==> src/rtl/fetch_seq_pkg.sv <==
// Shared definitions for the instruction fetch sequencer.
//
// Contents:
//   InstAddrBus        width of instruction addresses
//   ZeroWord           all-zero 32-bit word
//   ChipEnable/Disable instruction memory chip enable levels
//   RstEnable          level of rst that means "reset asserted" (active low)
//   ResetVectorDefault default first fetch address after reset
//   fetch_state_t      fetch FSM state encodings
package fetch_seq_pkg;

   localparam int          InstAddrBus        = 32;
   localparam logic [31:0] ZeroWord           = 32'h0000_0000;
   localparam logic        ChipEnable         = 1'b1;
   localparam logic        ChipDisable        = 1'b0;
   localparam logic        RstEnable          = 1'b0;
   localparam logic [31:0] ResetVectorDefault = 32'h0000_0000;

   typedef enum logic [1:0] {
      FetchRst  = 2'b00,
      FetchReq  = 2'b01,
      FetchHold = 2'b10
   } fetch_state_t;

endpackage

==> src/rtl/fetch_seq_redirect.sv <==
// pc_redirect_reg: pending redirect storage for the fetch sequencer.
//
// Holds the pending redirect target, its valid bit, the flush-priority bit
// and the squash flag. The redirect_* and squash outputs are the effective
// values for the current cycle: they already include any set request
// arriving this cycle, so a redirect that coincides with an advance is used
// immediately instead of waiting one more fetch.
//
// Ports:
//   clk            core clock
//   rst            synchronous active-low reset
//   branch_set     latch branch_target (ignored while a flush is pending)
//   branch_target  branch destination
//   flush_set      latch flush_target with flush priority
//   flush_target   exception vector / EPC
//   squash_set     mark the in-flight fetch as squashed
//   consume        the sequencer advanced this cycle; clear everything
//   redirect_valid  a redirect target is available
//   redirect_target the target to use on the next advance
//   redirect_flush  the available redirect is a flush (forces advance)
//   squash          the fetch being completed must not be reported
module pc_redirect_reg
   import fetch_seq_pkg::*;
(
   input  logic                   clk,
   input  logic                   rst,
   input  logic                   branch_set,
   input  logic [InstAddrBus-1:0] branch_target,
   input  logic                   flush_set,
   input  logic [InstAddrBus-1:0] flush_target,
   input  logic                   squash_set,
   input  logic                   consume,
   output logic                   redirect_valid,
   output logic [InstAddrBus-1:0] redirect_target,
   output logic                   redirect_flush,
   output logic                   squash
);

   logic                   valid_q;
   logic [InstAddrBus-1:0] target_q;
   logic                   flush_q;
   logic                   squash_q;

   // Merge incoming set requests with the stored redirect. A new flush
   // always wins; a stored flush is never displaced by a later branch;
   // otherwise a new branch overwrites whatever branch was pending.
   always_comb begin
      redirect_valid  = valid_q;
      redirect_target = target_q;
      redirect_flush  = flush_q;
      if (flush_set) begin
         redirect_valid  = 1'b1;
         redirect_target = flush_target;
         redirect_flush  = 1'b1;
      end else if (!flush_q && branch_set) begin
         redirect_valid  = 1'b1;
         redirect_target = branch_target;
         redirect_flush  = 1'b0;
      end
      squash = squash_q | squash_set;
   end

   // Store the effective redirect until the sequencer advances. Consuming
   // clears everything, including any request that arrived in the same
   // cycle, because that request was already used by the advance.
   always_ff @(posedge clk) begin
      if (rst == RstEnable) begin
         valid_q  <= 1'b0;
         target_q <= ZeroWord;
         flush_q  <= 1'b0;
         squash_q <= 1'b0;
      end else if (consume) begin
         valid_q  <= 1'b0;
         target_q <= ZeroWord;
         flush_q  <= 1'b0;
         squash_q <= 1'b0;
      end else begin
         valid_q  <= redirect_valid;
         target_q <= redirect_target;
         flush_q  <= redirect_flush;
         squash_q <= squash;
      end
   end

endmodule

==> src/rtl/fetch_seq.sv <==
// fetch_seq: fetch sequencer owning the PC and instruction memory enable.
//
// Runs a single-outstanding req/ack handshake to instruction memory, holds
// the PC while the pipeline stalls, applies delay-slot preserving branch
// redirects and exception flushes, and reports each accepted, non-squashed
// instruction to the IF/ID register.
//
// Optional build macro: FETCH_PERF_EN adds perf_fetch_cnt_o (fetch_valid_o
// pulses) and perf_wait_cnt_o (REQ cycles without ack), both wrapping.
//
// Ports:
//   clk, rst          clock; synchronous active-low reset
//   stall_i           pipeline stall, PC holds while high
//   branch_flag_i     taken branch pulse, target in branch_target_i
//   flush_i           exception/eret flush pulse, target in new_pc_i
//   inst_ack_i        instruction memory completes the request
//   pc_o              current fetch address
//   ce_o              instruction memory chip enable
//   inst_req_o        fetch request, held until acknowledged
//   fetch_valid_o     one-cycle pulse for an accepted instruction
//   fetch_pc_o        address of that instruction
module fetch_seq
   import fetch_seq_pkg::*;
#(
   parameter logic [31:0] RESET_VECTOR = ResetVectorDefault,
   parameter logic [31:0] PC_STEP      = 32'h4
) (
   input  logic                   clk,
   input  logic                   rst,
   input  logic                   stall_i,
   input  logic                   branch_flag_i,
   input  logic [InstAddrBus-1:0] branch_target_i,
   input  logic                   flush_i,
   input  logic [InstAddrBus-1:0] new_pc_i,
   input  logic                   inst_ack_i,
   output logic [InstAddrBus-1:0] pc_o,
   output logic                   ce_o,
   output logic                   inst_req_o,
   output logic                   fetch_valid_o,
   output logic [InstAddrBus-1:0] fetch_pc_o
`ifdef FETCH_PERF_EN
   ,
   output logic [31:0]            perf_fetch_cnt_o,
   output logic [31:0]            perf_wait_cnt_o
`endif
);

   fetch_state_t           state;
   fetch_state_t           state_next;
   logic                   in_req;
   logic                   in_hold;
   logic                   active;
   logic                   advance;
   logic [InstAddrBus-1:0] pc_next;
   logic                   redirect_valid;
   logic [InstAddrBus-1:0] redirect_target;
   logic                   redirect_flush;
   logic                   squash;

   assign in_req  = (state == FetchReq);
   assign in_hold = (state == FetchHold);
   assign active  = (state != FetchRst);

   // Branches and flushes are only accepted once out of reset; a flush in
   // the same cycle as a branch discards the branch. Only a flush that
   // catches a fetch still in REQ squashes that fetch.
   pc_redirect_reg u_redirect (
      .clk             (clk),
      .rst             (rst),
      .branch_set      (branch_flag_i & active & ~flush_i),
      .branch_target   (branch_target_i),
      .flush_set       (flush_i & active),
      .flush_target    (new_pc_i),
      .squash_set      (flush_i & in_req),
      .consume         (advance),
      .redirect_valid  (redirect_valid),
      .redirect_target (redirect_target),
      .redirect_flush  (redirect_flush),
      .squash          (squash)
   );

   // Next-state, advance decision and memory interface outputs. A flush
   // redirect overrides stall so the exception vector is fetched at once;
   // an ack is only meaningful while a request is outstanding.
   always_comb begin
      state_next = state;
      advance    = 1'b0;
      ce_o       = ChipEnable;
      inst_req_o = 1'b0;
      pc_next    = redirect_valid ? redirect_target : pc_o + PC_STEP;
      case (state)
         FetchRst: begin
            ce_o       = ChipDisable;
            state_next = FetchReq;
         end
         FetchReq: begin
            inst_req_o = 1'b1;
            if (inst_ack_i) begin
               if (!stall_i || redirect_flush) begin
                  advance = 1'b1;
               end else begin
                  state_next = FetchHold;
               end
            end
         end
         FetchHold: begin
            if (!stall_i || redirect_flush) begin
               advance    = 1'b1;
               state_next = FetchReq;
            end
         end
         default: begin
            state_next = FetchRst;
         end
      endcase
   end

   // State register; reset always returns to RST so an outstanding request
   // is abandoned and later acks are ignored until REQ is re-entered.
   always_ff @(posedge clk) begin
      if (rst == RstEnable) begin
         state <= FetchRst;
      end else begin
         state <= state_next;
      end
   end

   // PC and accepted-instruction report. The report describes the address
   // that was just left behind, unless a flush squashed that fetch.
   always_ff @(posedge clk) begin
      if (rst == RstEnable) begin
         pc_o          <= RESET_VECTOR;
         fetch_valid_o <= 1'b0;
         fetch_pc_o    <= ZeroWord;
      end else begin
         fetch_valid_o <= advance & ~squash;
         if (advance) begin
            pc_o       <= pc_next;
            fetch_pc_o <= pc_o;
         end
      end
   end

`ifdef FETCH_PERF_EN
   // Performance counters: accepted instructions and memory wait cycles.
   always_ff @(posedge clk) begin
      if (rst == RstEnable) begin
         perf_fetch_cnt_o <= 32'h0;
         perf_wait_cnt_o  <= 32'h0;
      end else begin
         if (fetch_valid_o) begin
            perf_fetch_cnt_o <= perf_fetch_cnt_o + 32'h1;
         end
         if (in_req && !inst_ack_i) begin
            perf_wait_cnt_o <= perf_wait_cnt_o + 32'h1;
         end
      end
   end
`endif

endmodule

==> config.mk <==
export PLATFORM = sky130hd
export DESIGN_NAME = fetch_seq
export DESIGN_NICKNAME = d
export VERILOG_FILES = /design/src/rtl/fetch_seq_pkg.sv /design/src/rtl/fetch_seq_redirect.sv /design/src/rtl/fetch_seq.sv
export SDC_FILE = /design/constraint.sdc
export NUM_CORES = 1
export LEC_CHECK = 0
export ABC_AREA = 1
export ABC_CLOCK_PERIOD_IN_PS = 1500
export CORE_MARGIN = 5
export CORE_UTILIZATION = 57
export CTS_CLUSTER_SIZE = 30
export DETAILED_ROUTE_END_ITERATION = 16
export DONT_BUFFER_PORTS = 1
export PLACE_DENSITY = 0.75
export SYNTH_ARGS = -nofsm -noshare
export SYNTH_HDL_FRONTEND = slang
export SYNTH_SLANG_ARGS = --single-unit
export TNS_END_PERCENT = 1
==> constraint.sdc <==
create_clock -name clk -period 1.5 [get_ports clk]
set_input_delay 0.3 -clock clk [delete_from_list [all_inputs] [get_ports clk]]
set_output_delay 0.3 -clock clk [all_outputs]
set_load 0.02 [all_outputs]
Yosys cells after proc, flatten, opt, wreduce, memory -nomap -nowiden
Index checks and enable logic that the tools add are counted.

storage, ports and cells
  register bits after elaboration = 102
  input bits = 70
  word-level logic and storage cells = 47

operators by class
  add/sub/neg operators = 1
  equal/unequal tests = 5
  muxes and demuxes = 16
  bitwise logic cells = 9
  reductions and logical operators = 8

operators by type and width
  operator                                                                 count
  32-bit 2-to-1 mux                                                        3
  32-bit by 3-bit adder with 32-bit output, second input constant          1
  1-bit 2-to-1 mux                                                         8
  2-bit 2-to-1 mux                                                         3
  2-bit one-hot mux with 3 select lines                                    1
  1-bit AND                                                                5
  2-bit inequality test, second input constant                             2
  1-bit inverter                                                           3
  3-bit AND reduction                                                      1
  2-bit by 1-bit == test with 1-bit output, second input constant          1
  2-bit == test, second input constant                                     1
  1-bit logical NOT                                                        2
  2-bit logical NOT                                                        1
  2-bit by 1-bit inequality test with 1-bit output, second input constant  1
  1-bit one-hot mux with 2 select lines                                    1
  2-bit nonzero test                                                       1
  2-bit OR reduction                                                       1
  1-bit logical AND                                                        1
  1-bit logical OR                                                         1
  1-bit OR                                                                 1

Longest topological paths before layout
  depth after elaboration = 11
  depth in mapped cells = 12

By module
Synthesis repeated with hierarchy kept, for this count alone.

unflattened totals
  cell total of the unflattened synthesis = 826
  area total of the unflattened synthesis = 5607.9 um2

by module, submodules not included
  module           times used  cells each  area each (um2)  sequential area each (um2)
  fetch_seq        1           533         3649.8           1341.3
  pc_redirect_reg  1           293         1958.1           700.7

Worst setup path after synthesis
OpenSTA, ideal clock, no wires.

  kind = reg-to-reg
  from = reg pc_o[2]
  to = reg pc_o[18]
  arrival = 1631 ps
  required time = 1372 ps
  path slack = -259 ps
  cell stages (with the launch flop) = 11
  buffers on the path = 0
  cells stage by stage = dfxtp_1 -> ha_1 -> nand2_1 -> nor2_1 -> nand3_1 -> nor2_2 -> nand2_1 -> nand2_1 -> nor2_1 -> nor2_1 -> nor2_1

on the way
  word-level cells in the longest chain between the ends = 2

ends and longest elaborated chain
  item                                      RTL line          text
  start: declaration                        fetch_seq.sv:36   output logic [InstAddrBus-1:0] pc_o,
  start signal: assignment                  fetch_seq.sv:138  pc_o <= pc_next;
  32-bit by 3-bit adder with 32-bit output  fetch_seq.sv:90   pc_next = redirect_valid ? redirect_target : pc_o + PC_STEP;
  32-bit 2-to-1 mux                         fetch_seq.sv:90

Every way passes these cells.
A chain may end at the register's enable or synchronous reset.

Final worst setup path
  from = reg state[1]
  to = reg pc_o[25]

on the way
  word-level cells in the longest chain between the ends = 10
  elaborated cells between the ends (all ways) = 18
  classes of those cells = eq/ne (2); mux (10); bitwise (3); reduce/logical (3)

ends and longest elaborated chain
  item                                   RTL line                           text
  start: declaration                     fetch_seq.sv:48                    fetch_state_t state;
  start signal: assignment               fetch_seq.sv:122                   state <= FetchRst;
  start signal: assignment               fetch_seq.sv:124                   state <= state_next;
  2-bit nonzero test                     fetch_seq.sv:62                    assign active = (state != FetchRst);
  1-bit AND (2 in series)                fetch_seq.sv:70                    .branch_set (branch_flag_i & active & ~flush_i),
  1-bit logical AND                      fetch_seq_redirect.sv:55           end else if (!flush_q && branch_set) begin
  1-bit 2-to-1 mux                       fetch_seq_redirect.sv:55
  1-bit 2-to-1 mux                       fetch_seq_redirect.sv:51           if (flush_set) begin
  1-bit logical OR                       fetch_seq.sv:99, fetch_seq.sv:107
  1-bit 2-to-1 mux                       fetch_seq.sv:99, fetch_seq.sv:107
  1-bit 2-to-1 mux                       fetch_seq.sv:98                    if (inst_ack_i) begin
  1-bit one-hot mux with 2 select lines  fetch_seq.sv:91                    case (state)

Several ways; a longest one is shown, not always the timed one.

==> impl_metrics.toml <==
[synthesis]
yosys_register_bits = 102
yosys-top-cells-area = "dfxtp_1 40%, nand2_1 20%, nand3_1 8.2%, nor2_1 6.9%, inv_1 4.1%"
seq_area_frac_synth = 0.395
synth_nets = 869
synth_top_flop_cell = "dfxtp_1"
yosysWarningCount = 0
synthAdderAreaFrac = 0.00969
ys_types = 33
muxShareOfSynthArea = 0
synth-edff-count = 0
synth-xor-area-share = 0.00339
synth_area_per_cell_um2 = 6.50
yosys.area.top_type = "dfxtp_1"
synth_compound_area_frac = 0.0933
netlist_instances = 795
synth_top_area_frac = 0.395
yosysMostFrequentCell = "nand2_1"
async_flop_share = 0
syn_area_um2 = 5160
synth_common_cells = "278 x nand2_1, 102 x dfxtp_1, 95 x nor2_1"
synth-simple-area-share = 0.413
synth_top_family_by_area = "simple AND/OR/NAND/NOR gates"

[pwr]
finalPower_mw = 9.88
ir_drop_v = 0.00135
power_per_cell_area_nw_per_um2 = 1520
netSwitchingPower_mw = 4.14
comb_power_share = 0.475
switching_share = 0.420
pwr-share-clk = 0.176
p_int_mw = 5.74
power.static_leakage_nw = 2.76
pwr-share-seq = 0.348

[place]
gp_congestion = 0.945
hpwl_mm = 12.6
io_buffer_count = 0

[clock_network]
tritoncts = "built"
clock-sinks = 102
clock_latency_ns = 0.38
root_buffer = "clkbuf_8"
cts_made_buffers = 9
h-tree-depth = 3
clk_path_buf_depth = 2
cts.clk_slew.worst_paths_ns = 0.11
ctsHoldBuffers = 0

[global_routing]
grt_pass1_wl_mm = 26.3
grt_max_degree = 42
overflow = 0
antenna_found_initial = 0
grt_pass1_vias = 5042
grt_util_all_layers = 0.292

[timing]
hold_viol_final = 0
fmax_mhz = 594
layout_min_cycle_time_ns = 1.68
setup_violations = 78
rsz0062_at_grt = "true"
tightest_slew_ns = 0.446
finClkSkew_ns = 0.00973
max_slew_margin = 0.702
fin_setup_tns_ns = -7.64
min_period_over_period = 1.12
slew_viol_final = 0
setup_ws_ns = -0.185

[status]
violations = "setup timing"
status = "finished with violations"

[final_layout]
n_fill_cell = 722
drive_gt1_frac = 0.219
area_growth_pct = 25.5
seq_area_um2 = 2050
final_nets = 958
multi_input_area_um2 = 2880
diodes = 0

[worst_setup_path]
critPathArrivalTime_ns = 2.01
r2r-start = "state[1]$_SDFFE_PN0P_"
cp-startpoint = "state[1]$_SDFFE_PN0P_"
start_kind = "flop"
worst-path-stages = 12
path_buf_inv = 3
slowest_stage = "dfxtp_2"
worstPathRequired_ns = 1.83
critPathMaxFanout = 12
critPathCapture = "pc_o[25]$_SDFFE_PN0P_"
reg2reg_depth = 12
cp_slowest_stage_delay_ns = 0.38
regToRegSetupSlack_ns = -0.18
worstSetupPathType = "flop to flop"
cp_top_family = "simple AND/OR/NAND/NOR gates"
cp_cell_sequence = "inv_4 -> ha_4 -> nor2_4 -> nand2_4 -> inv_8 -> buf_12 -> nand2_1 -> nand2_1 -> nand2_1 -> nand3_1 -> nand4_1 -> nand2_1"
path_common_cell = "nand2_1"
timing.rr.end = "pc_o[25]$_SDFFE_PN0P_"
worstSetupEndpointType = "flop"

[die]
fp.dieArea_um2 = 11100
core_um2 = 8760
ios = 137
die_w_um = 105
rows = 34
die_y_um = 105
initial_utilization = 0.589

[drt]
drc = 0
routed_wl_mm = 16.4
drt_pass1_iterations = 7
wl_per_cell_um = 16.5
drt-initial-drc-count = 348
ant_nets = 0
num_vias = 5412
viasPerCell = 5.43

[hold_path]
hp-class = "primary input to flop"
min_from = "rst"

[run]
drv_cap = 0
## power by group through the flow
stage | Combinational, mW | Clock, mW | Sequential, mW
global placement | 4.14 | 0 | 3.46
global route | 5.12 | 1.86 | 3.48
floorplan | 2.51 | 0 | 3.57
CTS | 4.55 | 1.74 | 3.43
finish | 4.70 | 1.74 | 3.44
detailed placement | 4.25 | 0 | 3.47
## state kept, by name, summed over array words and instances, names as in the netlist
name                 cells
fetch_pc_o              32
pc_o                    32
state                    2
u_redirect.squash_q      1
u_redirect.valid_q       1
fetch_valid_o            1
u_redirect.target_q     32
u_redirect.flush_q       1
## routing by layer
layer,vias to the layer above,wire [um],part of all wire,track usage
met5,-,0,0,0
met4,0,254,0.015,0.0685
met3,23,1640,0.10,0.0721
met2,225,7260,0.44,0.450
met1,2454,7260,0.44,0.412
li1,2710,-,-,-
## per-stage QoR
stage / std cells / hold WS [ns] / area, um2 / setup slack, ns / utilization
after global placement: 981 / 0.403 / 6090 / -0.137 / 0.694
after CTS: 997 / 0.0142 / 6450 / -0.149 / 0.736
after floorplan: 795 / 0.439 / 5230 / -0.0336 / -
after detailed placement: 981 / 0.407 / 6090 / -0.201 / 0.694
final: 997 / 0.0181 / 6480 / -0.185 / 0.739
after global routing: 997 / 0.0115 / 6480 / -0.290 / 0.739
## layout make-up
type | count | share of cell area
multi-input combinational | 597 | 0.445
sequential | 102 | 0.316
timing repair buffer | 112 | 0.150
inverter | 62 | 0.0386
tap | 108 | 0.0209
clock buffer | 9 | 0.0191
clock inverter | 7 | 0.0102
## how the worst min path moves through the flow
stage	endpoint	slack, ns	depth (start not counted)
after detailed placement	pc_o[9]$_SDFFE_PN0P_	0.41	2
after global placement	pc_o[9]$_SDFFE_PN0P_	0.40	2
after floorplan	u_redirect.squash_q$_SDFF_PP0_	0.44	2
after CTS	pc_o[9]$_SDFFE_PN0P_	0.01	2
final	pc_o[10]$_SDFFE_PN0P_	0.02	2
after global routing	pc_o[10]$_SDFFE_PN0P_	0.01	2
## cells by family (layout without fill, tap and decap cells)
| kind of cell | Yosys count | count (layout) |
|---|---|---|
| AND/OR/NAND/NOR | 498 | 498 |
| flip-flops | 102 | 102 |
| buffers and inverters | 96 | 190 |
| AO/OA/AOI/OAI | 93 | 93 |
| adder cells (fa/ha/maj) | 4 | 4 |
| XOR/XNOR | 2 | 2 |
## cells in the final DEF (no fill, tap or decap), types with 2 or more instances in the layout
cell type	synthesis	final
nand4_1	10	10
buf_12	0	7
buf_4	4	95
o211ai_1	3	3
nor2_1	95	91
nand3_2	1	10
or2_2	5	5
o21ai_1	23	28
dfxtp_2	0	4
inv_8	0	4
inv_1	57	55
nand2_4	3	5
nor2_2	4	7
buf_6	5	9
o21ai_2	0	8
ha_4	0	3
or2_1	3	3
nand2_1	278	272
nand2_2	2	6
clkinvlp_4	0	2
inv_4	1	2
nor2_4	4	5
nand3_1	85	74
xor2_1	2	2
nand3_4	1	3
inv_2	4	3
o21ai_0	31	17
clkbuf_8	0	9
inv_6	0	2
dfxtp_1	102	97
a21oi_1	33	32
nand3b_1	5	5
## what timing repair did
item	in CTS	in global routing
setup endpoints to repair	94	103
resized for setup	57	9
pin swaps	11	2
endpoints found under the hold margin	0	0
buffers inserted	0	0
Note: power is estimated with default switching activity, not from simulation.
